--- config.mk ---
export PLATFORM = sky130hd
export DESIGN_NAME = fpalu_arbiter_flat
export DESIGN_NICKNAME = d
export VERILOG_FILES = /design/src/rtl/fpalu_arbiter_if.sv /design/src/rtl/fpalu_arbiter.sv /design/src/flat_wrapper.sv
export SDC_FILE = /design/constraint.sdc
export NUM_CORES = 1
export LEC_CHECK = 0
export CORE_MARGIN = 5
export CORE_UTILIZATION = 38
export DETAILED_ROUTE_END_ITERATION = 6
export GPL_TIMING_DRIVEN = 0
export MAX_ROUTING_LAYER = met4
export PLACE_DENSITY = 0.89
export SLEW_MARGIN = 20
export SYNTH_ARGS = -nofsm -noshare
export SYNTH_HDL_FRONTEND = slang
export SYNTH_SLANG_ARGS = --single-unit
--- constraint.sdc ---
create_clock -name iclock -period 2 [get_ports iclock]
set_input_delay 0.5 -clock iclock [delete_from_list [all_inputs] [get_ports iclock]]
set_output_delay 0.5 -clock iclock [all_outputs]
set_load 0.02 [all_outputs]
--- src/rtl/fpalu_arbiter_if.sv ---
// fpalu_arbiter_if
//   Bundles the requester-side and FPALU-side signals of fpalu_arbiter.
//   slave  : arbiter view (requests in, FPALU results in, grants/results out)
//   master : environment view (requesters plus the FPALU itself)
// Signals
//   ivalid[1:0]           request valid per port, held until accepted
//   idataa0/1, idatab0/1  operands A/B for port 0 / port 1
//   icontrol0/1           FP opcode for port 0 / port 1
//   oaccept[1:0]          one-cycle pulse, request latched on that port
//   odone[1:0]            one-cycle pulse, result valid for that port
//   oresult               registered result, held between done pulses
//   oerror                qualifies odone, 1 = watchdog abort
//   obusy                 arbiter not idle
//   ofpu_a/b, ofpu_ctrl   latched operands/opcode to the FPALU
//   ofpu_start            FPALU istart level
//   ifpu_ready            FPALU oready
//   ifpu_result           FPALU oresult
interface fpalu_arbiter_if #(
    parameter int CTRL_W = 5
);
    logic [1:0]        ivalid;
    logic [31:0]       idataa0;
    logic [31:0]       idataa1;
    logic [31:0]       idatab0;
    logic [31:0]       idatab1;
    logic [CTRL_W-1:0] icontrol0;
    logic [CTRL_W-1:0] icontrol1;
    logic [1:0]        oaccept;
    logic [1:0]        odone;
    logic [31:0]       oresult;
    logic              oerror;
    logic              obusy;
    logic [31:0]       ofpu_a;
    logic [31:0]       ofpu_b;
    logic [CTRL_W-1:0] ofpu_ctrl;
    logic              ofpu_start;
    logic              ifpu_ready;
    logic [31:0]       ifpu_result;

    modport slave (
        input  ivalid, idataa0, idataa1, idatab0, idatab1, icontrol0, icontrol1,
        input  ifpu_ready, ifpu_result,
        output oaccept, odone, oresult, oerror, obusy,
        output ofpu_a, ofpu_b, ofpu_ctrl, ofpu_start
    );

    modport master (
        output ivalid, idataa0, idataa1, idatab0, idatab1, icontrol0, icontrol1,
        output ifpu_ready, ifpu_result,
        input  oaccept, odone, oresult, oerror, obusy,
        input  ofpu_a, ofpu_b, ofpu_ctrl, ofpu_start
    );
endinterface

--- src/rtl/fpalu_arbiter.sv ---
// fpalu_arbiter
//   Shares one FPALU between two requesters (port 0: pipeline FP stage,
//   port 1: debug/CSR path). Round-robin grant, operand/opcode latch,
//   istart level handshake, result register and watchdog abort.
// Ports
//   iclock    system clock, rising edge
//   ireset_n  asynchronous active-low reset
//   bus       fpalu_arbiter_if slave modport (requesters + FPALU)
//
// state | meaning
// ------+------------------------------------------------------------
// IDLE  | no op in flight; grant a pending request
// ISSUE | operands latched, istart raised, watchdog loaded
// WAIT  | istart held; wait for ready or watchdog terminal count
// DONE  | done pulse to the owning port; istart low
module fpalu_arbiter #(
    parameter int          CTRL_W     = 5,
    parameter int          MAX_CYCLES = 31,
    parameter logic [31:0] ERR_RESULT = 32'hEEEE_EEEE
) (
    input  logic            iclock,
    input  logic            ireset_n,
    fpalu_arbiter_if.slave  bus
);

    localparam int WD_W = $clog2(MAX_CYCLES + 1);

    typedef enum logic [1:0] {
        IDLE  = 2'd0,
        ISSUE = 2'd1,
        WAIT  = 2'd2,
        DONE  = 2'd3
    } state_t;

    state_t          state;
    logic            rr_last;
    logic            owner;
    logic [WD_W-1:0] wd;
    logic            gnt;

    // Lone request always wins; with both pending the port that was not
    // served last time gets the FPALU.
    always_comb begin
        gnt = 1'b0;
        case (bus.ivalid)
            2'b10:   gnt = 1'b1;
            2'b11:   gnt = ~rr_last;
            default: gnt = 1'b0;
        endcase
    end

    assign bus.obusy = (state != IDLE);

    always_ff @(posedge iclock or negedge ireset_n) begin
        if (!ireset_n) begin
            state          <= IDLE;
            rr_last        <= 1'b1;
            owner          <= 1'b0;
            wd             <= '0;
            bus.oaccept    <= 2'b00;
            bus.odone      <= 2'b00;
            bus.oresult    <= '0;
            bus.oerror     <= 1'b0;
            bus.ofpu_a     <= '0;
            bus.ofpu_b     <= '0;
            bus.ofpu_ctrl  <= '0;
            bus.ofpu_start <= 1'b0;
        end else begin
            bus.oaccept <= 2'b00;
            bus.odone   <= 2'b00;
            case (state)
                IDLE: begin
                    if (|bus.ivalid) begin
                        bus.oaccept    <= gnt ? 2'b10 : 2'b01;
                        bus.ofpu_a     <= gnt ? bus.idataa1   : bus.idataa0;
                        bus.ofpu_b     <= gnt ? bus.idatab1   : bus.idatab0;
                        bus.ofpu_ctrl  <= gnt ? bus.icontrol1 : bus.icontrol0;
                        bus.ofpu_start <= 1'b1;
                        rr_last        <= gnt;
                        owner          <= gnt;
                        state          <= ISSUE;
                    end
                end
                ISSUE: begin
                    // Down-counter: reaches zero on WAIT cycle MAX_CYCLES+1.
                    wd    <= WD_W'(MAX_CYCLES);
                    state <= WAIT;
                end
                WAIT: begin
                    // A ready arriving on the terminal-count cycle still wins.
                    if (bus.ifpu_ready) begin
                        bus.oresult    <= bus.ifpu_result;
                        bus.oerror     <= 1'b0;
                        bus.odone      <= owner ? 2'b10 : 2'b01;
                        bus.ofpu_start <= 1'b0;
                        state          <= DONE;
                    end else if (wd == '0) begin
                        bus.oresult    <= ERR_RESULT;
                        bus.oerror     <= 1'b1;
                        bus.odone      <= owner ? 2'b10 : 2'b01;
                        bus.ofpu_start <= 1'b0;
                        state          <= DONE;
                    end else begin
                        wd <= wd - 1'b1;
                    end
                end
                DONE: begin
                    state <= IDLE;
                end
                default: begin
                    state          <= IDLE;
                    bus.ofpu_start <= 1'b0;
                end
            endcase
        end
    end

endmodule

--- src/flat_wrapper.sv ---
// flat-port wrapper written by rule: the top's interface ports become plain ports
module fpalu_arbiter_flat 
#(
    parameter int          CTRL_W     = 5,
    parameter int          MAX_CYCLES = 31,
    parameter logic [31:0] ERR_RESULT = 32'hEEEE_EEEE
)
  (iclock, ireset_n, bus_ivalid, bus_idataa0, bus_idataa1, bus_idatab0, bus_idatab1, bus_icontrol0, bus_icontrol1, bus_ifpu_ready, bus_ifpu_result, bus_oaccept, bus_odone, bus_oresult, bus_oerror, bus_obusy, bus_ofpu_a, bus_ofpu_b, bus_ofpu_ctrl, bus_ofpu_start);
  fpalu_arbiter_if #(.CTRL_W(CTRL_W)) bus_i ();
  input  logic iclock;
  input  logic ireset_n;
  input wire logic [$bits(bus_i.ivalid)-1:0] bus_ivalid;
  input wire logic [$bits(bus_i.idataa0)-1:0] bus_idataa0;
  input wire logic [$bits(bus_i.idataa1)-1:0] bus_idataa1;
  input wire logic [$bits(bus_i.idatab0)-1:0] bus_idatab0;
  input wire logic [$bits(bus_i.idatab1)-1:0] bus_idatab1;
  input wire logic [$bits(bus_i.icontrol0)-1:0] bus_icontrol0;
  input wire logic [$bits(bus_i.icontrol1)-1:0] bus_icontrol1;
  input wire logic [$bits(bus_i.ifpu_ready)-1:0] bus_ifpu_ready;
  input wire logic [$bits(bus_i.ifpu_result)-1:0] bus_ifpu_result;
  output wire logic [$bits(bus_i.oaccept)-1:0] bus_oaccept;
  output wire logic [$bits(bus_i.odone)-1:0] bus_odone;
  output wire logic [$bits(bus_i.oresult)-1:0] bus_oresult;
  output wire logic [$bits(bus_i.oerror)-1:0] bus_oerror;
  output wire logic [$bits(bus_i.obusy)-1:0] bus_obusy;
  output wire logic [$bits(bus_i.ofpu_a)-1:0] bus_ofpu_a;
  output wire logic [$bits(bus_i.ofpu_b)-1:0] bus_ofpu_b;
  output wire logic [$bits(bus_i.ofpu_ctrl)-1:0] bus_ofpu_ctrl;
  output wire logic [$bits(bus_i.ofpu_start)-1:0] bus_ofpu_start;
  assign bus_i.ivalid = bus_ivalid;
  assign bus_i.idataa0 = bus_idataa0;
  assign bus_i.idataa1 = bus_idataa1;
  assign bus_i.idatab0 = bus_idatab0;
  assign bus_i.idatab1 = bus_idatab1;
  assign bus_i.icontrol0 = bus_icontrol0;
  assign bus_i.icontrol1 = bus_icontrol1;
  assign bus_i.ifpu_ready = bus_ifpu_ready;
  assign bus_i.ifpu_result = bus_ifpu_result;
  assign bus_oaccept = bus_i.oaccept;
  assign bus_odone = bus_i.odone;
  assign bus_oresult = bus_i.oresult;
  assign bus_oerror = bus_i.oerror;
  assign bus_obusy = bus_i.obusy;
  assign bus_ofpu_a = bus_i.ofpu_a;
  assign bus_ofpu_b = bus_i.ofpu_b;
  assign bus_ofpu_ctrl = bus_i.ofpu_ctrl;
  assign bus_ofpu_start = bus_i.ofpu_start;
  fpalu_arbiter #(.CTRL_W(CTRL_W), .MAX_CYCLES(MAX_CYCLES), .ERR_RESULT(ERR_RESULT)) u_core (.iclock(iclock), .ireset_n(ireset_n), .bus(bus_i));
endmodule
==> results of run 1 <==
[through the flow]
stage | utilization, % | setup TNS, ns | instance area [sq um] | total power, mW | setup slack [ns]
global placement | 62.8 | -461.57 | 7890 | 10.7 | -3.81
detailed placement | 63.0 | -24.13 | 7920 | 10.9 | -0.465
global route | 68.1 | 0 | 8560 | 14.8 | 0.00565
finish | 68.1 | 0 | 8560 | 14.0 | 0.0622
floorplan | - | 0 | 4850 | 7.55 | 0.352
CTS | 68.0 | 0 | 8550 | 14.1 | 0.0126
[worst min-delay path by stage]
stage | startpoint | endpoint | slack, ns
after floorplan | ireset_n | u_core.bus.oaccept[0] | 0.20
after global placement | u_core.owner | u_core.bus.odone[0] | 0.46
after detailed placement | u_core.owner | u_core.bus.odone[0] | 0.47
after CTS | ireset_n | u_core.bus.oresult[4] | 0.09
after global routing | ireset_n | u_core.bus.oresult[16] | 0.10
final | ireset_n | u_core.bus.oresult[4] | 0.07
[routing by layer]
| layer | wire length (um) | part of all wire [%] | GRT usage (%) |
|---|---|---|---|
| met1 | 6530 | 38 | 26.3 |
| met2 | 9050 | 52 | 40.3 |
| met3 | 1280 | 7.4 | 5.86 |
| met4 | 416 | 2.4 | 8.51 |
| met5 | 0 | 0 | - |
[placed cells by master, fill, tap and decap left out, drive strengths merged]
master         Yosys  final
dfrtp            115    115
a21boi             1      1
o22a              25     25
dfstp              1      1
inv                7     10
xnor2              1      1
clkdlybuf4s50      0    278
a221o             48     48
a2bb2oi            1      1
o32a               1      1
and2               2      2
a21bo              1      1
o22ai              1      1
o31ai              1      1
nor4b              1      1
clkbuf            24     42
nand2b             2      2
ha                 4      4
buf               11     16
o41ai              1      1
nor3               1      1
clkinvlp           0      1
a21o               1      1
a22o               8      8
mux2i              3      3
mux2               1      1
clkinv             0      7
and3              48     48
a31oi              1      1
nor2b              1      1
o21ai              2      2
dlymetal6s2s       0      2
nor2              32     32
a21oi             45     45
bufinv             0      3
o21a               2      2
nand2             22     22
[report_power, final]
| group | leakage (nW) | internal [mW] | total (mW) | switching (mW) |
|---|---|---|---|---|
| logic | 2.11 | 3.37 | 6.78 | 3.41 |
| registers | 1.36 | 3.48 | 4.16 | 0.681 |
| clock network | 0.295 | 1.98 | 3.09 | 1.11 |
| total | 3.76 | 8.82 | 14.0 | 5.21 |
[repair_timing]
item / CTS / global route
endpoints found under the setup margin: 11 / 34
hold buffers: 0 / 0
pin swaps: 0 / 1
hold endpoints to repair: 0 / 0
setup buffers: 1 / 1
gates resized for setup: 8 / 4
[sequential cells by signal, summed over array words and instances (netlist names)]
| register | cells |
|---|---|
| u_core.bus.oaccept | 2 |
| u_core.rr_last | 1 |
| u_core.bus.ofpu_a | 32 |
| u_core.bus.oresult | 32 |
| u_core.wd | 5 |
| u_core.bus.oerror | 1 |
| u_core.bus.ofpu_ctrl | 5 |
| u_core.bus.ofpu_b | 32 |
| u_core.bus.odone | 2 |
| u_core.bus.ofpu_start | 1 |
| u_core.state | 2 |
| u_core.owner | 1 |
[Yosys cell counts (2+ instances only)]
master and number:
a22o_1 8, inv_1 7, mux2i_1 3, a221o_1 48
and3_1 48, clkbuf_1 24, a21oi_1 45, ha_1 4
nor2_1 32, dfrtp_1 115, and2_1 2, o22a_1 25
nand2_1 22, buf_2 10, nand2b_1 2
[cell families (layout without fill, tap and decap cells)]
logic type / after synthesis / count (layout) / share of synthesized area (%)
AOI/OAI and AO/OA: 139 / 139 / 22.8
DFF: 116 / 116 / 59.8
and+or+nand+nor: 109 / 109 / 11.6
buffers and inverters: 42 / 359 / 3.66
adders and majority gates: 4 / 4 / 1.03
muxes: 4 / 4 / 0.851
xor gates and xnor gates: 1 / 1 / 0.180
[area by class of cell]
cell class	count	area, sq um
buffer	35	159
sequential	116	2900
tap	172	215
clock inverter	14	178
fill	883	4010
clock buffer	18	429
multi-input combinational	257	1780
inverter	7	26.3
timing repair buffer	285	2870
==> flow_summary_export.csv, run 1 <==
group,metric,value,unit
setup_path,cp.depth,1,
route,vias,4728,
sta,slew_headroom,60.3,%
setup_path,path_cells,"clkdlybuf4s50_1",
sta,fin_skew,0.0106,ns
global_routing,grt_pass1_vias,5168,
floorplan,initial_core_util,38.6,%
global_routing,grt_max_degree,64,
setup_path,critPathMaxStageDelay,0.68,ns
logic_synthesis,synth_top_area_share,59.3,%
sta,fin_crit,1.94,ns
placed_design,dp_hpwl,13300,um
logic_synthesis,async_flop_share,100,%
logic_synthesis,synth.yosys.seq_area_share,59.8,%
clock_network,insertion_delay,0.40,ns
setup_path,reg2regPathDepth,8,
logic_synthesis,synth.distinct_cells,35,
floorplan,die_w,123,um
setup_path,reg2reg_from,"u_core.state[0]",
layout,area_delta_synth_final,76.4,%
clock_network,cts_buffers,17,
layout,layout-drive-gt1-share,7.51,%
floorplan,coreArea,12600,sq um
global_routing,grt_util_all_layers,23.4,%
setup_path,path_buf_inv,1,
logic_synthesis,syn_area,4850,sq um
power_and_ir_drop,p_leak,3.76,nW
sta,timing.fmax,516,MHz
setup_path,start_kind,"register",
layout,n_antenna_cell,0,
setup_path,crit_fanout,2,
setup_path,worst_ep_required_time,1.50,ns
route,drtIter0Drc,276,
route,drtAntennaViolNets,0,
job,maxCapViolCount,0,
floorplan,row_count,41,
clock_network,root_buffer,"clkbuf_16",
logic_synthesis,synthFlopType,"dfrtp_1",
setup_path,cp.arrival,1.44,ns
route,via_per_inst,5.23,
global_routing,antenna_found_initial,0,
sta,finalSetupViolCount,0,
sta,rsz0062_at_grt,"false",
setup_path,worst-r2r-setup-slack,0.18,ns
logic_synthesis,synth-edff-count,0,
logic_synthesis,yosysWarningCount,0,
hold_path,hold_path_class,"input port to async pin",
global_routing,grt_first_pass_wirelength,26900,um
logic_synthesis,yosysTopAreaCell,"dfrtp_1",
setup_path,r2r-end,"u_core.bus.ofpu_a[9]",
logic_synthesis,yosys_register_bits,116,
sta,slew_viol_final,0,
sta,holdWs,0.0700,ns
route,totalWireLength,17300,um
setup_path,crit_start,"u_core.bus.ofpu_a[25]",
route,drc,0,
setup_path,slowest_stage,"clkdlybuf4s50_1",
floorplan,dieArea,15100,sq um
clock_network,cts_sinks,116,
setup_path,end_kind,"output port",
clock_network,clockBufferDepth,2,
sta,hold_viol_final,0,
placed_design,portBuffers,282,
global_routing,grt_overflow,0,
clock_network,path_clk_slew,0.06,ns
clock_network,cts_tree,"yes",
sta,tightest_slew,0.592,ns
placed_design,place_inst,870,
layout,nNetsFinal,898,
floorplan,dieHeight,123,um
setup_path,critPathKind,"register to output port",
route,route.detailed.wl_per_inst,19.1,um
logic_synthesis,yosys-top-cells-area,"dfrtp_1 (59%), a221o_1 (9.9%), and3_1 (6.2%), a21oi_1 (4.6%), o22a_1 (4.5%)",
placed_design,gp_congestion,0.880,
logic_synthesis,syn-num-nets,594,
setup_path,crit_family,"buffers and inverters",
power_and_ir_drop,powerDensity,1640,nW/um^2
logic_synthesis,syn_inst,415,
route,dr.pass1.iters,4,
power_and_ir_drop,peakVddDrop,0.000997,V
clock_network,cts-htree-levels,4,
run_status,status,"finished clean",
sta,finalCritPeriodShare,96.9,%
layout,stdcell_count,904,
logic_synthesis,synth_area_per_cell,11.7,sq um
floorplan,pin_count,283,
setup_path,endpoint,"bus_ofpu_a[25]",
Power figures use the tool's default switching activity.
==> inputs of run 2 (changes only) <==
SKIP_LAST_GASP = 1   (was not set)
==> run 2 against run 1 <==
Sequential power about the same. Die area unchanged. Maximum frequency fell by 0.30%. Combinational power is essentially flat. Sequential cell count did not move.
==> flow_summary_export.csv, run 2 (synthesized netlist as in run 1, its figures left out) <==
group,metric,value,unit
layout,n_antenna_cell,0,
global_routing,grt_overflow,0,
floorplan,coreArea,12600,sq um
clock_network,insertion_delay,0.40,ns
power_and_ir_drop,powerDensity,1640,nW/um^2
clock_network,root_buffer,"clkbuf_16",
global_routing,grt_util_all_layers,23.3,%
sta,fin_ws,0.0563,ns
layout,fin_util,68.1,%
sta,fin_crit,1.94,ns
clock_network,path_clk_slew,0.06,ns
setup_path,crit_fanout,5,
setup_path,reg2reg_from,"u_core.state[0]",
setup_path,critPathKind,"register to output port",
sta,slew_headroom,60.3,%
clock_network,clockBufferDepth,2,
sta,hold_viol_final,0,
route,totalWireLength,17300,um
setup_path,r2r-end,"u_core.bus.ofpu_a[9]",
layout,layout_common_cells,"clkdlybuf4s50_1 (278), dfrtp_1 (115), and3_1 (48), a221o_1 (48), a21oi_1 (45)",
floorplan,initial_core_util,38.6,%
setup_path,start_kind,"register",
run_status,status,"finished clean",
floorplan,pin_count,283,
sta,final.setup.tns,0,ns
floorplan,row_count,41,
layout,nNetsFinal,898,
layout,top_regs,"u_core.bus.ofpu_a x32, u_core.bus.ofpu_b x32, u_core.bus.oresult x32",
floorplan,die_w,123,um
setup_path,crit_start,"u_core.state[0]",
layout,area_delta_synth_final,76.3,%
placed_design,place_inst,870,
setup_path,end_kind,"output port",
layout,stdcell_count,904,
setup_path,reg2regPathDepth,8,
floorplan,dieHeight,123,um
route,drc,0,
layout,layout.cells.most_common,"clkdlybuf4s50_1",
clock_network,cts_tree,"yes",
route,vias,4730,
global_routing,grt_pass1_vias,5166,
sta,fin_skew,0.0107,ns
sta,tightest_slew,0.592,ns
clock_network,cts_sinks,116,
placed_design,gp_congestion,0.880,
global_routing,grt_first_pass_wirelength,26800,um
sta,finalSetupViolCount,0,
sta,timing.fmax,514,MHz
power_and_ir_drop,p_total,14.0,mW
route,drtAntennaViolNets,0,
clock_network,cts_buffers,17,
clock_network,cts-htree-levels,4,
job,maxCapViolCount,0,
placed_design,dp_worst_setup_slack,-0.465,ns
hold_path,hold_path_class,"input port to async pin",
sta,finalCritPeriodShare,97.2,%
route,dr.pass1.iters,4,
power_and_ir_drop,peakVddDrop,0.000997,V
floorplan,dieArea,15100,sq um
placed_design,dp_hpwl,13300,um
global_routing,antenna_found_initial,0,
route,route.detailed.wl_per_inst,19.1,um
placed_design,portBuffers,282,
setup_path,worst-r2r-setup-slack,0.18,ns
setup_path,worst_ep_required_time,1.50,ns
route,drtIter0Drc,275,
setup_path,cp.arrival,1.44,ns
route,via_per_inst,5.23,
sta,slew_viol_final,0,
layout,layout-drive-gt1-share,7.51,%
clock_network,cts.hold.buffers_added,0,
sta,rsz0062_at_grt,"false",
global_routing,grt_max_degree,64,
power_and_ir_drop,p_leak,3.76,nW
[run 2: layout make-up]
type / instances / area [sq um]
plain buffers: 35 / 159
clock buffers: 18 / 429
clock inverters: 14 / 178
fillers: 885 / 4010
inverters: 7 / 26.3
multi-input cells: 257 / 1780
flip-flops and latches: 116 / 2900
well taps: 172 / 215
repair buffers: 285 / 2870
[run 2: per-layer routing]
metal | GRT usage [%] | part of all wire, %
met1 | 26.3 | 38
met2 | 40.3 | 52
met3 | 5.86 | 7.4
met4 | 8.51 | 2.4
met5 | - | 0
[run 2: worst max path at each step]
| stage | end | slack, ns |
|---|---|---|
| detailed placement | u_core.bus.ofpu_a[9] | -0.47 |
| floorplan | u_core.state[1] | 0.35 |
| finish | bus_obusy | 0.06 |
| global route | bus_obusy | 0.004 |
| CTS | bus_obusy | -0.02 |
| global placement | u_core.bus.ofpu_a[23] | -3.81 |
[run 2: repair_timing]
item | 4_1_cts | 5_1_grt
gates resized for setup | 6 | 5
endpoints found under the setup margin | 11 | 34
buffers inserted | 1 | 1
pin swaps | 0 | 1
[run 2: critical path, cell delays in order, from the launching register on]
cell	delay [ns]
dfrtp_1	0.37
inv_1	0.07
ha_1	0.21
buf_6	0.13
inv_1	0.08
buf_2	0.18
[run 2: power breakdown]
group | switching, mW | total, mW | internal [mW]
clock | 1.11 | 3.09 | 1.98
combinational | 3.41 | 6.77 | 3.36
sequential | 0.681 | 4.16 | 3.48
[run 2: stage by stage]
| step | hold WS (ns) | cell area [sq um] |
|---|---|---|
| 2_1_floorplan | 0.204 | 4850 |
| 3_3_place_gp | 0.461 | 7890 |
| 3_5_place_dp | 0.473 | 7920 |
| 4_1_cts | 0.0868 | 8540 |
| 5_1_grt | 0.104 | 8560 |
| 6_report | 0.0705 | 8560 |
==> inputs of run 3 (changes only) <==
CTS_CLUSTER_SIZE = 24   (was not set)
GPL_TIMING_DRIVEN = 1   (was 0)
==> run 3 against run 2 <==
Global-route usage up 0.27 points. Maximum frequency is essentially flat. Combinational power grew 2%. Largest cell class unchanged. Register-to-register slack got worse by 0.03 ns. Highest routed layer unchanged. Clock-buffer cell count increased by 5.
==> flow_summary_export.csv, run 3 (synthesized netlist as in run 1, its figures left out) <==
group,metric,value,unit
clock_network,insertion_delay,0.40,ns
clock_network,cts_sinks,116,
route,route.detailed.wl_per_inst,19.6,um
layout,layout-drive-gt1-share,8.51,%
floorplan,row_count,41,
global_routing,grt_busiest_layer,"met2",
clock_network,root_buffer,"clkbuf_16",
global_routing,grt_overflow,0,
setup_path,crit_fanout,3,
route,vias,4764,
setup_path,start_kind,"register",
sta,final.setup.tns,0,ns
route,drtIter0Drc,393,
sta,slew_headroom,69.8,%
layout,layout_common_cells,"clkdlybuf4s50_1 (280), dfrtp_1 (115), and3_1 (48), a221o_1 (48), a21oi_1 (45)",
placed_design,portBuffers,282,
sta,hold_viol_final,0,
layout,area_delta_synth_final,78.1,%
sta,fin_crit,1.94,ns
floorplan,initial_core_util,38.6,%
sta,tightest_slew,0.451,ns
setup_path,crit_path_frequent_cell,"inv_1",
clock_network,cts_buffers,17,
global_routing,grt_max_degree,63,
setup_path,critPathKind,"register to output port",
clock_network,clockBufferDepth,2,
placed_design,gp_congestion,0.884,
clock_network,path_clk_slew,0.05,ns
sta,slew_viol_final,0,
global_routing,grt_util_all_layers,23.6,%
setup_path,worst-r2r-setup-slack,0.15,ns
global_routing,use_met2,40.7,%
setup_path,critPathMaxStageDelay,0.38,ns
setup_path,path_cells,"inv_1, ha_1, inv_1, buf_2",
sta,fin_skew,0.00793,ns
route,totalWireLength,17400,um
global_routing,met1_usage,26.0,%
sta,fin_ws,0.0579,ns
job,maxCapViolCount,0,
sta,finalCritPeriodShare,97.1,%
setup_path,end_kind,"output port",
layout,layout.cells.most_common,"clkdlybuf4s50_1",
power_and_ir_drop,p_leak,3.78,nW
sta,holdWs,0.485,ns
floorplan,dieArea,15100,sq um
floorplan,dieHeight,123,um
setup_path,cp.arrival,1.44,ns
power_and_ir_drop,powerDensity,1650,nW/um^2
clock_network,cts-htree-levels,4,
route,drtAntennaViolNets,0,
hold_path,hold_path_class,"input port to async pin",
global_routing,grt_pass1_vias,5241,
power_and_ir_drop,peakVddDrop,0.000832,V
global_routing,grt_first_pass_wirelength,26900,um
global_routing,antenna_found_initial,0,
placed_design,dp_hpwl,12500,um
run_status,status,"finished clean",
layout,n_antenna_cell,0,
route,via_per_inst,5.36,
setup_path,slowest_stage,"dfrtp_1",
floorplan,pin_count,283,
global_routing,grt_use_met3,5.22,%
sta,timing.fmax,515,MHz
clock_network,cts_tree,"yes",
route,dr.pass1.iters,5,
layout,top_regs,"u_core.bus.ofpu_a x32, u_core.bus.ofpu_b x32, u_core.bus.oresult x32",
route,drc,0,
layout,nNetsFinal,883,
setup_path,worst_ep_required_time,1.50,ns
placed_design,dp_worst_setup_slack,-0.107,ns
sta,finalSetupViolCount,0,
floorplan,coreArea,12600,sq um
floorplan,die_w,123,um
==> run 3: through the flow <==
step,cell area (sq um),std cells,power [mW],util (%)
after detailed placement,7970,855,11.0,63.4
after global routing,8640,889,15.0,68.8
after CTS,8610,888,14.3,68.5
final,8640,889,14.3,68.8
after global placement,7970,855,10.7,63.4
after floorplan,4850,415,7.55,-
==> run 3: power breakdown <==
group / internal [mW] / switching, mW / total (mW)
Sequential: 3.48 / 0.680 / 4.16
Combinational: 3.47 / 3.43 / 6.91
Clock: 2.18 / 1.03 / 3.21
==> run 3: timing repair <==
action / 4_1_cts / 5_1_grt
hold buffers: 1 / 0
gates cloned: 0 / 1
gates resized for setup: 2 / 6
setup buffers: 0 / 0
endpoints found under the setup margin: 11 / 61
endpoints found under the hold margin: 11 / 0
==> run 3: cell type report <==
cell class | count | area, sq um
sequential | 116 | 2900
fill | 873 | 3930
clock buffer | 23 | 478
tap | 172 | 215
inverter | 7 | 26.3
timing repair buffer | 305 | 3080
multi-input combinational | 257 | 1790
clock inverter | 9 | 150
==> run 3: worst max-delay path, delay by kind of cell (launching register included) <==
| kind | cells | cell delay [ns] |
|---|---|---|
| buffers and inverters | 3 | 0.42 |
| adder cells (fa/ha/maj) | 1 | 0.25 |
| flip-flops | 1 | 0.38 |
==> run 3: metal layers <==
metal	up-vias	routed length, um
li1	2142	-
met1	2314	6540
met2	259	8970
met3	49	1320
met4	0	586
met5	-	0
==> run 3: path summary, 6_finish.rpt <==
| check | start | endpoint | depth (start not counted) |
|---|---|---|---|
| worst min register to register | u_core.owner | u_core.bus.odone[0] | 1 |
| worst min-delay path | ireset_n | u_core.bus.odone[1] | 2 |
| worst max register to register | u_core.state[0] | u_core.bus.ofpu_b[11] | 8 |
| max in group asynchronous | ireset_n | u_core.bus.ofpu_b[17] | 3 |
| worst max-delay path | u_core.state[0] | bus_obusy | 4 |
| min in group iclock | u_core.owner | u_core.bus.odone[0] | 1 |
